==> config.mk <==
export PLATFORM = sky130hd
export DESIGN_NAME = d5m_ctrl_sequencer
export DESIGN_NICKNAME = d
export VERILOG_FILES = /design/src/rtl/d5m_pkg.sv /design/src/rtl/d5m_sync2.sv /design/src/rtl/d5m_ctrl_sequencer.sv
export SDC_FILE = /design/constraint.sdc
export NUM_CORES = 1
export LEC_CHECK = 0
export CAP_MARGIN = 15
export CORE_AREA = 3 3 84 86
export DETAILED_ROUTE_END_ITERATION = 10
export DIE_AREA = 0 0 87 89
export GPL_TIMING_DRIVEN = 0
export PLACE_DENSITY = 0.81
export SETUP_SLACK_MARGIN = 0.5
export SYNTH_ARGS = -nofsm -noshare
export SYNTH_HDL_FRONTEND = slang
export SYNTH_SLANG_ARGS = --single-unit
==> constraint.sdc <==
create_clock -name ul1Clock -period 1.97 [get_ports ul1Clock]
set_input_delay 0.394 -clock ul1Clock [delete_from_list [all_inputs] [get_ports ul1Clock]]
set_output_delay 0.394 -clock ul1Clock [all_outputs]
set_load 0.05 [all_outputs]
==> src/rtl/d5m_pkg.sv <==
// Shared types and constants for the D5M control sequencer: state encoding,
// configuration entry layout and the sensor init table walked after reset.
package d5m_pkg;

  typedef enum logic [2:0] {
    ST_IDLE      = 3'd0,
    ST_RESET     = 3'd1,
    ST_SETTLE    = 3'd2,
    ST_CFG_ISSUE = 3'd3,
    ST_CFG_WAIT  = 3'd4,
    ST_RUN       = 3'd5,
    ST_HOST_WAIT = 3'd6,
    ST_ERROR     = 3'd7
  } state_e;

  typedef struct packed {
    logic [7:0]  addr;
    logic [15:0] data;
  } cfg_entry_t;

  localparam int CFG_DEPTH = 8;

  // Mirror/readout mode, blanking, pixel-clock polarity, then the four colour gains.
  localparam cfg_entry_t CFG_TABLE [CFG_DEPTH] = '{
    '{addr: 8'h20, data: 16'hC000},
    '{addr: 8'h05, data: 16'h0000},
    '{addr: 8'h06, data: 16'h0019},
    '{addr: 8'h0A, data: 16'h8000},
    '{addr: 8'h2B, data: 16'h000B},
    '{addr: 8'h2C, data: 16'h000F},
    '{addr: 8'h2D, data: 16'h000F},
    '{addr: 8'h2E, data: 16'h000B}
  };

  function automatic int unsigned cnt_width(input int unsigned n);
    return (n > 1) ? $clog2(n) : 1;
  endfunction

endpackage

==> src/rtl/d5m_sync2.sv <==
// Two-flop synchronizer for a single asynchronous level (sensor frame-valid).
module d5m_sync2 (
  input  logic clk_i,
  input  logic rst_ni,
  input  logic d_i,
  output logic q_o
);

  logic meta_q;
  logic sync_q;

  always_ff @(posedge clk_i or negedge rst_ni) begin
    if (!rst_ni) begin
      meta_q <= 1'b0;
      sync_q <= 1'b0;
    end else begin
      meta_q <= d_i;
      sync_q <= meta_q;
    end
  end

  assign q_o = sync_q;

endmodule

==> src/rtl/d5m_ctrl_sequencer.sv <==
// D5M control-plane sequencer: sensor reset, init-table walk over I2C, host writes
// and blanking-gated snapshot triggers (snapshot path built only with D5M_SNAPSHOT_EN).
module d5m_ctrl_sequencer
  import d5m_pkg::*;
#(
  parameter int unsigned RESET_CYCLES   = 1000,
  parameter int unsigned SETTLE_CYCLES  = 5000,
  parameter int unsigned TRIGGER_CYCLES = 4,
  parameter int unsigned MAX_RETRY      = 3
) (
  input  logic        ul1Clock,
  input  logic        ul1Resetn,
  input  logic        ul1Start,
  input  logic        ul1FrameValid,
  output logic        ul1CamResetn,
  output logic        ul1SnapshotTrigger,
  input  logic        ul1SnapReq,
  input  logic        ul1HostWrReq,
  input  logic [7:0]  ul8HostAddr,
  input  logic [15:0] ul16HostData,
  output logic        ul1HostWrAck,
  output logic        ul1I2cReq,
  output logic [7:0]  ul8I2cAddr,
  output logic [15:0] ul16I2cData,
  input  logic        ul1I2cDone,
  input  logic        ul1I2cNack,
  output logic        ul1Ready,
  output logic        ul1Error,
  output logic [2:0]  ul3State
);

  localparam int unsigned RW = cnt_width(RESET_CYCLES);
  localparam int unsigned SW = cnt_width(SETTLE_CYCLES);
  localparam int unsigned IW = cnt_width(CFG_DEPTH);
  localparam int unsigned TW = cnt_width(MAX_RETRY + 1);
  localparam logic [RW-1:0] RST_LAST  = RW'(RESET_CYCLES - 1);
  localparam logic [SW-1:0] SET_LAST  = SW'(SETTLE_CYCLES - 1);
  localparam logic [IW-1:0] IDX_LAST  = IW'(CFG_DEPTH - 1);
  localparam logic [TW-1:0] RETRY_MAX = TW'(MAX_RETRY);

  state_e      state_q, state_d;
  logic [RW-1:0] rst_cnt_q, rst_cnt_d;
  logic [SW-1:0] set_cnt_q, set_cnt_d;
  logic [IW-1:0] idx_q, idx_d;
  logic [TW-1:0] retry_q, retry_d;
  logic        camrst_q, camrst_d;
  logic        req_q, req_d;
  logic [7:0]  addr_q, addr_d;
  logic [15:0] data_q, data_d;
  logic        ack_q, ack_d;
  logic        ready_q, ready_d;
  logic        error_q, error_d;

  logic fv_sync;
  logic done_ok;
  logic done_nack;
  logic host_pend;

  d5m_sync2 u_fv_sync (
    .clk_i  (ul1Clock),
    .rst_ni (ul1Resetn),
    .d_i    (ul1FrameValid),
    .q_o    (fv_sync)
  );

  assign done_ok   = req_q & ul1I2cDone & ~ul1I2cNack;
  assign done_nack = req_q & ul1I2cDone & ul1I2cNack;
  // The host still holds its request during the ack cycle; mask it so it is not served twice.
  assign host_pend = ul1HostWrReq & ~ack_q;

  always_comb begin
    state_d   = state_q;
    rst_cnt_d = rst_cnt_q;
    set_cnt_d = set_cnt_q;
    idx_d     = idx_q;
    retry_d   = retry_q;
    req_d     = req_q;
    addr_d    = addr_q;
    data_d    = data_q;
    ack_d     = 1'b0;

    unique case (state_q)
      ST_IDLE, ST_ERROR: begin
        req_d = 1'b0;
        if (ul1Start) begin
          state_d   = ST_RESET;
          rst_cnt_d = '0;
        end
      end
      ST_RESET: begin
        if (rst_cnt_q == RST_LAST) begin
          state_d   = ST_SETTLE;
          set_cnt_d = '0;
        end else begin
          rst_cnt_d = rst_cnt_q + 1'b1;
        end
      end
      ST_SETTLE: begin
        if (set_cnt_q == SET_LAST) begin
          state_d = ST_CFG_ISSUE;
          idx_d   = '0;
          retry_d = '0;
        end else begin
          set_cnt_d = set_cnt_q + 1'b1;
        end
      end
      ST_CFG_ISSUE: begin
        state_d = ST_CFG_WAIT;
        req_d   = 1'b1;
        addr_d  = CFG_TABLE[idx_q].addr;
        data_d  = CFG_TABLE[idx_q].data;
      end
      ST_CFG_WAIT: begin
        if (done_ok) begin
          req_d   = 1'b0;
          retry_d = '0;
          if (idx_q == IDX_LAST) begin
            state_d = ST_RUN;
          end else begin
            idx_d   = idx_q + 1'b1;
            state_d = ST_CFG_ISSUE;
          end
        end else if (done_nack) begin
          req_d = 1'b0;
          if (retry_q < RETRY_MAX) begin
            retry_d = retry_q + 1'b1;
            state_d = ST_CFG_ISSUE;
          end else begin
            state_d = ST_ERROR;
          end
        end
      end
      ST_RUN: begin
        if (host_pend && !fv_sync) begin
          state_d = ST_HOST_WAIT;
          req_d   = 1'b1;
          addr_d  = ul8HostAddr;
          data_d  = ul16HostData;
          retry_d = '0;
        end
      end
      ST_HOST_WAIT: begin
        // A dropped request here means a NACK was just seen: re-raise after one idle cycle.
        if (!req_q) begin
          req_d = 1'b1;
        end else if (done_ok) begin
          req_d   = 1'b0;
          ack_d   = 1'b1;
          state_d = ST_RUN;
        end else if (done_nack) begin
          req_d = 1'b0;
          if (retry_q < RETRY_MAX) begin
            retry_d = retry_q + 1'b1;
          end else begin
            state_d = ST_ERROR;
          end
        end
      end
      default: state_d = ST_IDLE;
    endcase

    camrst_d = !((state_d == ST_IDLE) || (state_d == ST_RESET));
    ready_d  = (state_d == ST_RUN);
    error_d  = (state_d == ST_ERROR);
  end

  always_ff @(posedge ul1Clock or negedge ul1Resetn) begin
    if (!ul1Resetn) begin
      state_q   <= ST_IDLE;
      rst_cnt_q <= '0;
      set_cnt_q <= '0;
      idx_q     <= '0;
      retry_q   <= '0;
      camrst_q  <= 1'b0;
      req_q     <= 1'b0;
      addr_q    <= '0;
      data_q    <= '0;
      ack_q     <= 1'b0;
      ready_q   <= 1'b0;
      error_q   <= 1'b0;
    end else begin
      state_q   <= state_d;
      rst_cnt_q <= rst_cnt_d;
      set_cnt_q <= set_cnt_d;
      idx_q     <= idx_d;
      retry_q   <= retry_d;
      camrst_q  <= camrst_d;
      req_q     <= req_d;
      addr_q    <= addr_d;
      data_q    <= data_d;
      ack_q     <= ack_d;
      ready_q   <= ready_d;
      error_q   <= error_d;
    end
  end

`ifdef D5M_SNAPSHOT_EN
  localparam int unsigned GW = cnt_width(TRIGGER_CYCLES);
  localparam logic [GW-1:0] TRIG_LAST = GW'(TRIGGER_CYCLES - 1);

  logic          snap_pend_q;
  logic          trig_q;
  logic [GW-1:0] trig_cnt_q;
  logic          fire;

  // Host writes win: a trigger only fires when no host write is waiting.
  assign fire = (state_q == ST_RUN) & ~fv_sync & ~host_pend & ~trig_q & snap_pend_q;

  always_ff @(posedge ul1Clock or negedge ul1Resetn) begin
    if (!ul1Resetn) begin
      snap_pend_q <= 1'b0;
      trig_q      <= 1'b0;
      trig_cnt_q  <= '0;
    end else begin
      if (state_q == ST_ERROR || fire) begin
        snap_pend_q <= 1'b0;
      end else if (ul1SnapReq) begin
        snap_pend_q <= 1'b1;
      end
      if (fire) begin
        trig_q     <= 1'b1;
        trig_cnt_q <= '0;
      end else if (trig_q) begin
        if (trig_cnt_q == TRIG_LAST) begin
          trig_q <= 1'b0;
        end else begin
          trig_cnt_q <= trig_cnt_q + 1'b1;
        end
      end
    end
  end

  assign ul1SnapshotTrigger = trig_q;
`else
  logic unused_snap_req;
  assign unused_snap_req    = ul1SnapReq;
  assign ul1SnapshotTrigger = 1'b0;
`endif

  assign ul1CamResetn = camrst_q;
  assign ul1I2cReq    = req_q;
  assign ul8I2cAddr   = addr_q;
  assign ul16I2cData  = data_q;
  assign ul1HostWrAck = ack_q;
  assign ul1Ready     = ready_q;
  assign ul1Error     = error_q;
  assign ul3State     = state_q;

endmodule

**Word-level counts from Yosys, hierarchy flattened**

Memories as Yosys holds them, arrays and structs flattened.
Index checks and enable logic that the tools add are counted.

- $add $sub $neg: 4
- $lt $le $gt $ge: 2
- Equal/unequal tests: 24
- Multiplexer cells: 47
- Bitwise logic cells: 7
- Reduce and logical (&&, ||, !) cells: 19

Operators by type and width:

| operator | count |
|---|---|
| 24-bit 2-to-1 mux | 2 |
| 3-bit 2-to-1 mux | 15 |
| 16-bit one-hot mux with 2 select lines | 1 |
| 13-bit 2-to-1 mux | 2 |
| 13-bit one-hot mux with 2 select lines | 1 |
| 3-bit == test, second input constant | 7 |
| 3-bit one-hot mux with 7 select lines | 1 |
| 10-bit 2-to-1 mux | 2 |
| 2-bit != test, second input constant | 10 |
| 10-bit one-hot mux with 2 select lines | 1 |
| 16-bit 2-to-1 mux | 1 |
| 8-bit one-hot mux with 2 select lines | 1 |
| 2-bit 2-to-1 mux | 7 |
| 13-bit by 1-bit adder with 13-bit output, second input constant | 1 |
| 13-bit == test, second input constant | 1 |
| 10-bit by 1-bit adder with 10-bit output, second input constant | 1 |
| 10-bit == test, second input constant | 1 |
| 1-bit 2-to-1 mux | 9 |
| 3-bit AND reduction | 3 |
| 8-bit 2-to-1 mux | 1 |
| 2-bit one-hot mux with 4 select lines | 1 |
| 2-bit nonzero test | 4 |
| 3-bit by 1-bit == test with 1-bit output, second input constant | 2 |
| 3-bit by 2-bit == test with 1-bit output, second input constant | 2 |
| other kinds (20) | 26 |

- Register bits after elaboration: 62
- Bits in read-only memories: 192
- Input bits: 32
- Output and inout bits: 33
- Logic and storage cells: 118
- Memories: 1

Memories:

| name | words | width | read ports | clocked after memory_dff | wr ports | line | text |
|---|---|---|---|---|---|---|---|
| (no name shown) | 8 | 24 | 1 | 0 | 0 | d5m_ctrl_sequencer.sv:111 | `data_d = CFG_TABLE[idx_q].data;` |

**Longest topological paths before layout**

- Depth in word-level cells: 9
- Mapped depth: 7

**Cells and area by module**

A second synthesis with hierarchy kept.

- Cell total of the unflattened synthesis: 349
- Area, all modules: 3418.3 µm²

Modules (own cells, without submodules):

| module | instances | cells an instance | area an instance (µm²) | sequential area each (µm²) |
|---|---|---|---|---|
| d5m_ctrl_sequencer | 1 | 347 | 3368.2 | 1501.4 |
| d5m_sync2 | 1 | 2 | 50.0 | 50.0 |

**Worst setup path before layout**

OpenSTA, ideal clock, no wires.

- Path type: register to register
- Start: reg state_q[2] (netlist: ul3State[2])
- End: reg rst_cnt_q[0]
- Setup time: 0.125 ns
- Arrival: 1.900 ns
- Data required time: 1.845 ns
- Slack: -0.054 ns
- Cell stages (with the launch flop): 7
- Buffers on the path: 2
- Path through: dfrtp_1 -> buf_2 -> or3_1 -> a21boi_1 -> buf_2 -> nor2_1 -> mux2_2

- Cells in the longest elaborated chain, start to end: 4

RTL lines:

| what | line | text |
|---|---|---|
| start, declared | d5m_ctrl_sequencer.sv:41 | `state_e state_q, state_d;` |
| start signal, assigned | d5m_ctrl_sequencer.sv:182 | `state_q <= state_d;` |
| 3-bit == test or 3-bit logical NOT (tied branches) | d5m_ctrl_sequencer.sv:82 | `unique case (state_q)` |
| 2-bit OR reduction | d5m_ctrl_sequencer.sv:82 |  |
| 2-bit != test (no source line) or 2-bit nonzero test (tied branches) | n/a |  |
| 3-bit AND reduction (no source line) | n/a |  |
| end signal, assigned | d5m_ctrl_sequencer.sv:183 | `rst_cnt_q <= rst_cnt_d;` |
| end, declared | d5m_ctrl_sequencer.sv:42 | `logic [RW-1:0] rst_cnt_q, rst_cnt_d;` |

Parallel ways exist; a longest one is shown, timed or not.
A chain may end at the register's enable or synchronous reset.

**Worst setup path after layout**

- Start: reg state_q[1] (netlist: ul3State[1])
- End: reg data_q[4] (netlist: ul16I2cData[4])

- Cells in the longest elaborated chain, start to end: 3

RTL lines:

| what | line | text |
|---|---|---|
| 3-bit == test or 3-bit by 2-bit == test with 1-bit output (tied branches) | d5m_ctrl_sequencer.sv:82 |  |
| 2-bit != test (no source line) or 2-bit nonzero test (tied branches) | n/a |  |
| 2-bit AND reduction (no source line) | n/a |  |
| end signal, assigned | d5m_ctrl_sequencer.sv:190 | `data_q <= data_d;` |
| end, declared | d5m_ctrl_sequencer.sv:49 | `logic [15:0] data_q, data_d;` |

Parallel ways exist; a longest one is shown, timed or not.

==> results.py <==
metrics = {
    "yosys": {
        "synth.area.mux_share_pct": 1.69,
        "synth.cell_area_mm2": 0.00319,
        "synth_top_family_by_area": "simple AND/OR/NAND/NOR gates",
        "syn-instance-count": 342,
        "synth-edff-count": 0,
        "synth_simple_gate_area_share_pct": 21.7,
        "synth_compound_gate_area_share_pct": 15.0,
        "synth_area_per_cell_um2": 9.33,
        "synth-seq-area-share_pct": 48.6,
        "ys.flop_type": "dfrtp_1",
        "yosys.area_share.adder_pct": 3.53,
        "synth_seq_cells": 62,
        "postSynth.asyncResetShare_pct": 100,
        "mapped_nets": 383,
        "synth_xor_xnor_area_share_pct": 5.22,
        "ys_warn_count": 0,
        "synth.lib_cells_used.distinct": 53,
    },
    "final_layout": {
        "finish.instance_area_mm2": 0.00486,
        "antenna_cells_inserted": 0,
        "final_cell_count_no_fill": 549,
        "area_growth_syn_to_layout_pct": 52.5,
        "layout.nets": 508,
        "postLayoutCoreUtil_pct": 76.6,
        "layout-drive-gt1-share_pct": 38.1,
    },
    "clock_tree": {
        "cts_max_path_buffers": 2,
        "tritoncts": "done",
        "cts_root_buffer": "clkbuf_8",
        "cts_inserted_buffers": 9,
        "clock_insertion_delay_worst_skew_ps": 340,
        "htreeDepth": 3,
        "tritoncts_num_sinks": 62,
        "worst_setup_hold_path_clk_slew_ps": 70,
        "cts_hold_buf": 0,
    },
    "detailed_routing": {
        "post_drt_via_cell_ratio": 5.91,
        "num_vias": 3242,
        "drt_drc_violations_left": 0,
        "drtPass1Iterations": 5,
        "antenna_left": 0,
        "post_drt_wl_per_cell_um": 18.9,
        "drt-initial-drc-count": 215,
        "finalWirelength_mm": 10.4,
    },
    "place": {
        "routabilityCongestion": 0.894,
        "placement.setup.worst_slack_ps": -213,
        "total_cell_area_at_the_placement_stage_mm2": 0.00406,
        "port_buffers": 62,
        "hpwlAfterDp_mm": 5.55,
        "post-place-cells": 482,
    },
    "worst_setup_path": {
        "timing.setup.critical_path_class": "register to register",
        "cp.required_ps": 2190,
        "critical-path-top-delay-family": "simple AND/OR/NAND/NOR gates",
        "worst_r2r_path_depth": 7,
        "critical_path.n_buffers_inverters": 2,
        "cp_slowest_stage_delay_ps": 530,
        "timing.critical_path.to_type": "register",
        "worstPathCellList": "or4b_4 > mux2i_1 > nand2_2 > buf_6 > buf_6 > nand2_2 > o21ai_1",
        "cp_max_fo": 6,
        "worstReg2RegEnd": "ul16I2cData[4]$_DFFE_PN0P_",
        "cp.arrival_ps": 2130,
        "cp_slowest_cell": "or4b_4",
        "critical_path.reg2reg.startpoint": "ul3State[1]$_DFF_PN0_",
        "crit_start_category": "register",
        "ff2ff_setup_slack_ps": 60,
    },
    "floorplanning": {
        "core_mm2": 0.00635,
        "die-height_um": 89,
        "row_count": 29,
        "floorplan.initialDensity_pct": 50.2,
        "die-area_mm2": 0.00774,
        "ioPinCount": 65,
        "floorplan.die.width_um": 87,
    },
    "timing": {
        "fin_worst_hold_slack_ps": 27.7,
        "relSlewSlack_pct": 64.1,
        "clock_skew_ps": 8.77,
        "fin_crit_ps": 1910,
        "hold_violations": 0,
        "setup_viol_count_final": 0,
        "worstMarginPinSlew_ps": 539,
        "grt_setup_unrepaired": "yes",
        "setup_slack_ps": 56.7,
        "final_max_slew_viol_count": 0,
        "max_fclk_mhz": 523,
        "fin_crit_sh_pct": 97.1,
    },
    "global_routing": {
        "global_route.usage.met2_pct": 40.0,
        "track_usage_pct": 24.6,
        "grt_first_pass_wirelength_mm": 14.7,
        "use_met3_pct": 4.06,
        "total_overflow_reported_by_the_global_router": 0,
        "grt_busiest_layer": "met2",
        "grt_antenna_before_repair": 0,
        "maximum_number_of_pins_on_one_net_before_global_route_repair": 42,
        "grt_pass1_vias": 3003,
        "globalRouteMet1Util_pct": 31.9,
    },
    "job": {
        "max_cap_violations": 0,
    },
    "outcome": {
        "outcome": "finished, final reports clean",
    },
    "worst_hold_path": {
        "hold_path.class": "input port to async pin",
    },
    "pwr": {
        "leakage_nw": 2.32,
        "peak_supply_drop_v": 0.00107,
        "power.density_cell_area_mw_per_mm2": 1530,
    },
}
## registers in the layout, summed over array words and instances, names as in the netlist
signal / flops
ul8I2cAddr: 8
ul1Error: 1
retry_q: 2
u_fv_sync.q_o: 1
u_fv_sync.meta_q: 1
ul3State: 3
ul1HostWrAck: 1
set_cnt_q: 13
ul1I2cReq: 1
ul16I2cData: 16
ul1CamResetn: 1
idx_q: 3
ul1Ready: 1
rst_cnt_q: 10
## metrics by stage
stage / TNS [ps] / total power, mW
3_5_place_dp: -4410 / 5.38
2_1_floorplan: 0 / 4.33
5_1_grt: 0 / 7.77
6_report: 0 / 7.44
3_3_place_gp: -93460 / 5.29
4_1_cts: 0 / 6.93
## layout by cell type, fill, tap and decap left out, types with 3 or more instances in the layout
master and instances:
o21ai_1 24, nand2b_1 3, clkdlybuf4s15_2 3, and3_1 3, xnor2_1 3, clkdlybuf4s50_1 26, buf_4 37, clkinv_2 3
nand4_1 3, clkbuf_4 4, a22o_1 3, buf_6 21, nor2_1 33, and4_1 3, a31oi_1 3, nand3_1 6
clkbuf_8 12, mux2_4 3, o21ai_0 8, dfrtp_2 5, a21oi_1 15, buf_2 30, dfrtp_1 57, xor2_1 14
ha_1 5, nand2_2 11, nand2_1 42, nor3_4 4, ha_4 3, inv_1 10
## synthesized netlist by cell type, types with 2 or more instances
cell type	number	area [um^2]
o21ai_0	31	155
and4b_1	2	20.0
nor3_1	5	25.0
o21ai_1	3	15.0
xnor2_1	5	43.8
mux2i_1	2	20.0
mux2_2	3	33.8
ha_1	9	113
o31ai_1	2	15.0
inv_1	12	45.0
a21o_1	2	15.0
dfrtp_1	62	1550
or3_1	3	18.8
and3_1	3	18.8
buf_2	12	60.1
nand4b_1	2	17.5
nand2_1	53	199
and3b_1	2	17.5
and4_1	4	35.0
or3b_1	2	17.5
nor2_1	36	135
o211ai_1	2	15.0
nand3_1	8	40.0
nand2b_1	5	31.3
clkbuf_1	5	18.8
a31oi_1	5	31.3
a22o_1	3	26.3
xor2_1	14	123
a211oi_1	2	15.0
nor2b_1	3	18.8
nand4_1	3	18.8
a21oi_1	16	80.1
## logic make-up after synthesis
logic type,Yosys count
other,1
multiplexers,5
XOR/XNOR,19
flip-flops,62
adder cells (fa/ha/maj),9
AND/OR/NAND/NOR,139
AO/OA/AOI/OAI,77
buffers and inverters,30
## final cells by class
type                       instances  area, um^2
sequential                        62        1560
clock inverter                     4        45.0
tap                               77        96.3
inverter                          12        48.8
timing repair buffer             114         962
buffer                            18         168
fill                             389        1490
clock buffer                      12         155
multi-input combinational        250        1830
## report_power, final
group          total [mW]  internal, mW  switching [mW]  leakage (nW)
Sequential           1.96          1.65           0.314         0.824
Clock                1.14         0.648           0.497         0.106
Combinational        4.33          1.69            2.64          1.39
Total                7.44          3.98            3.45          2.32
## metal layers
layer  up-vias  share of wire [%]
met4         0                3.8
met1      1574                 39
met3        41                7.3
li1       1432                  -
met2       195                 50
met5         -                  0
## worst max path at each step
stage / end / slack (ps) / depth (start not counted) / start
finish: ul16I2cData[4]$_DFFE_PN0P_ / 60 / 7 / ul3State[1]$_DFF_PN0_
detailed placement: ul16I2cData[4]$_DFFE_PN0P_ / -210 / 8 / ul1HostWrReq
global placement: ul3State[1]$_DFF_PN0_ / -1650 / 1 / ul1Resetn
CTS: ul16I2cData[4]$_DFFE_PN0P_ / 170 / 7 / ul3State[1]$_DFF_PN0_
floorplan: rst_cnt_q[8]$_DFFE_PN0P_ / 180 / 6 / ul3State[2]$_DFF_PN0_
global route: ul8I2cAddr[2]$_DFFE_PN0P_ / 4 / 7 / ul3State[1]$_DFF_PN0_
## repair_timing
| action | in CTS | in global routing |
|---|---|---|
| buffers inserted | 31 | 14 |
| pin swaps | 36 | 25 |
| cloned | 5 | 1 |
| endpoints found under the setup margin | 90 | 73 |
| gates resized for setup | 178 | 61 |
Power figures use the tool's default switching activity.
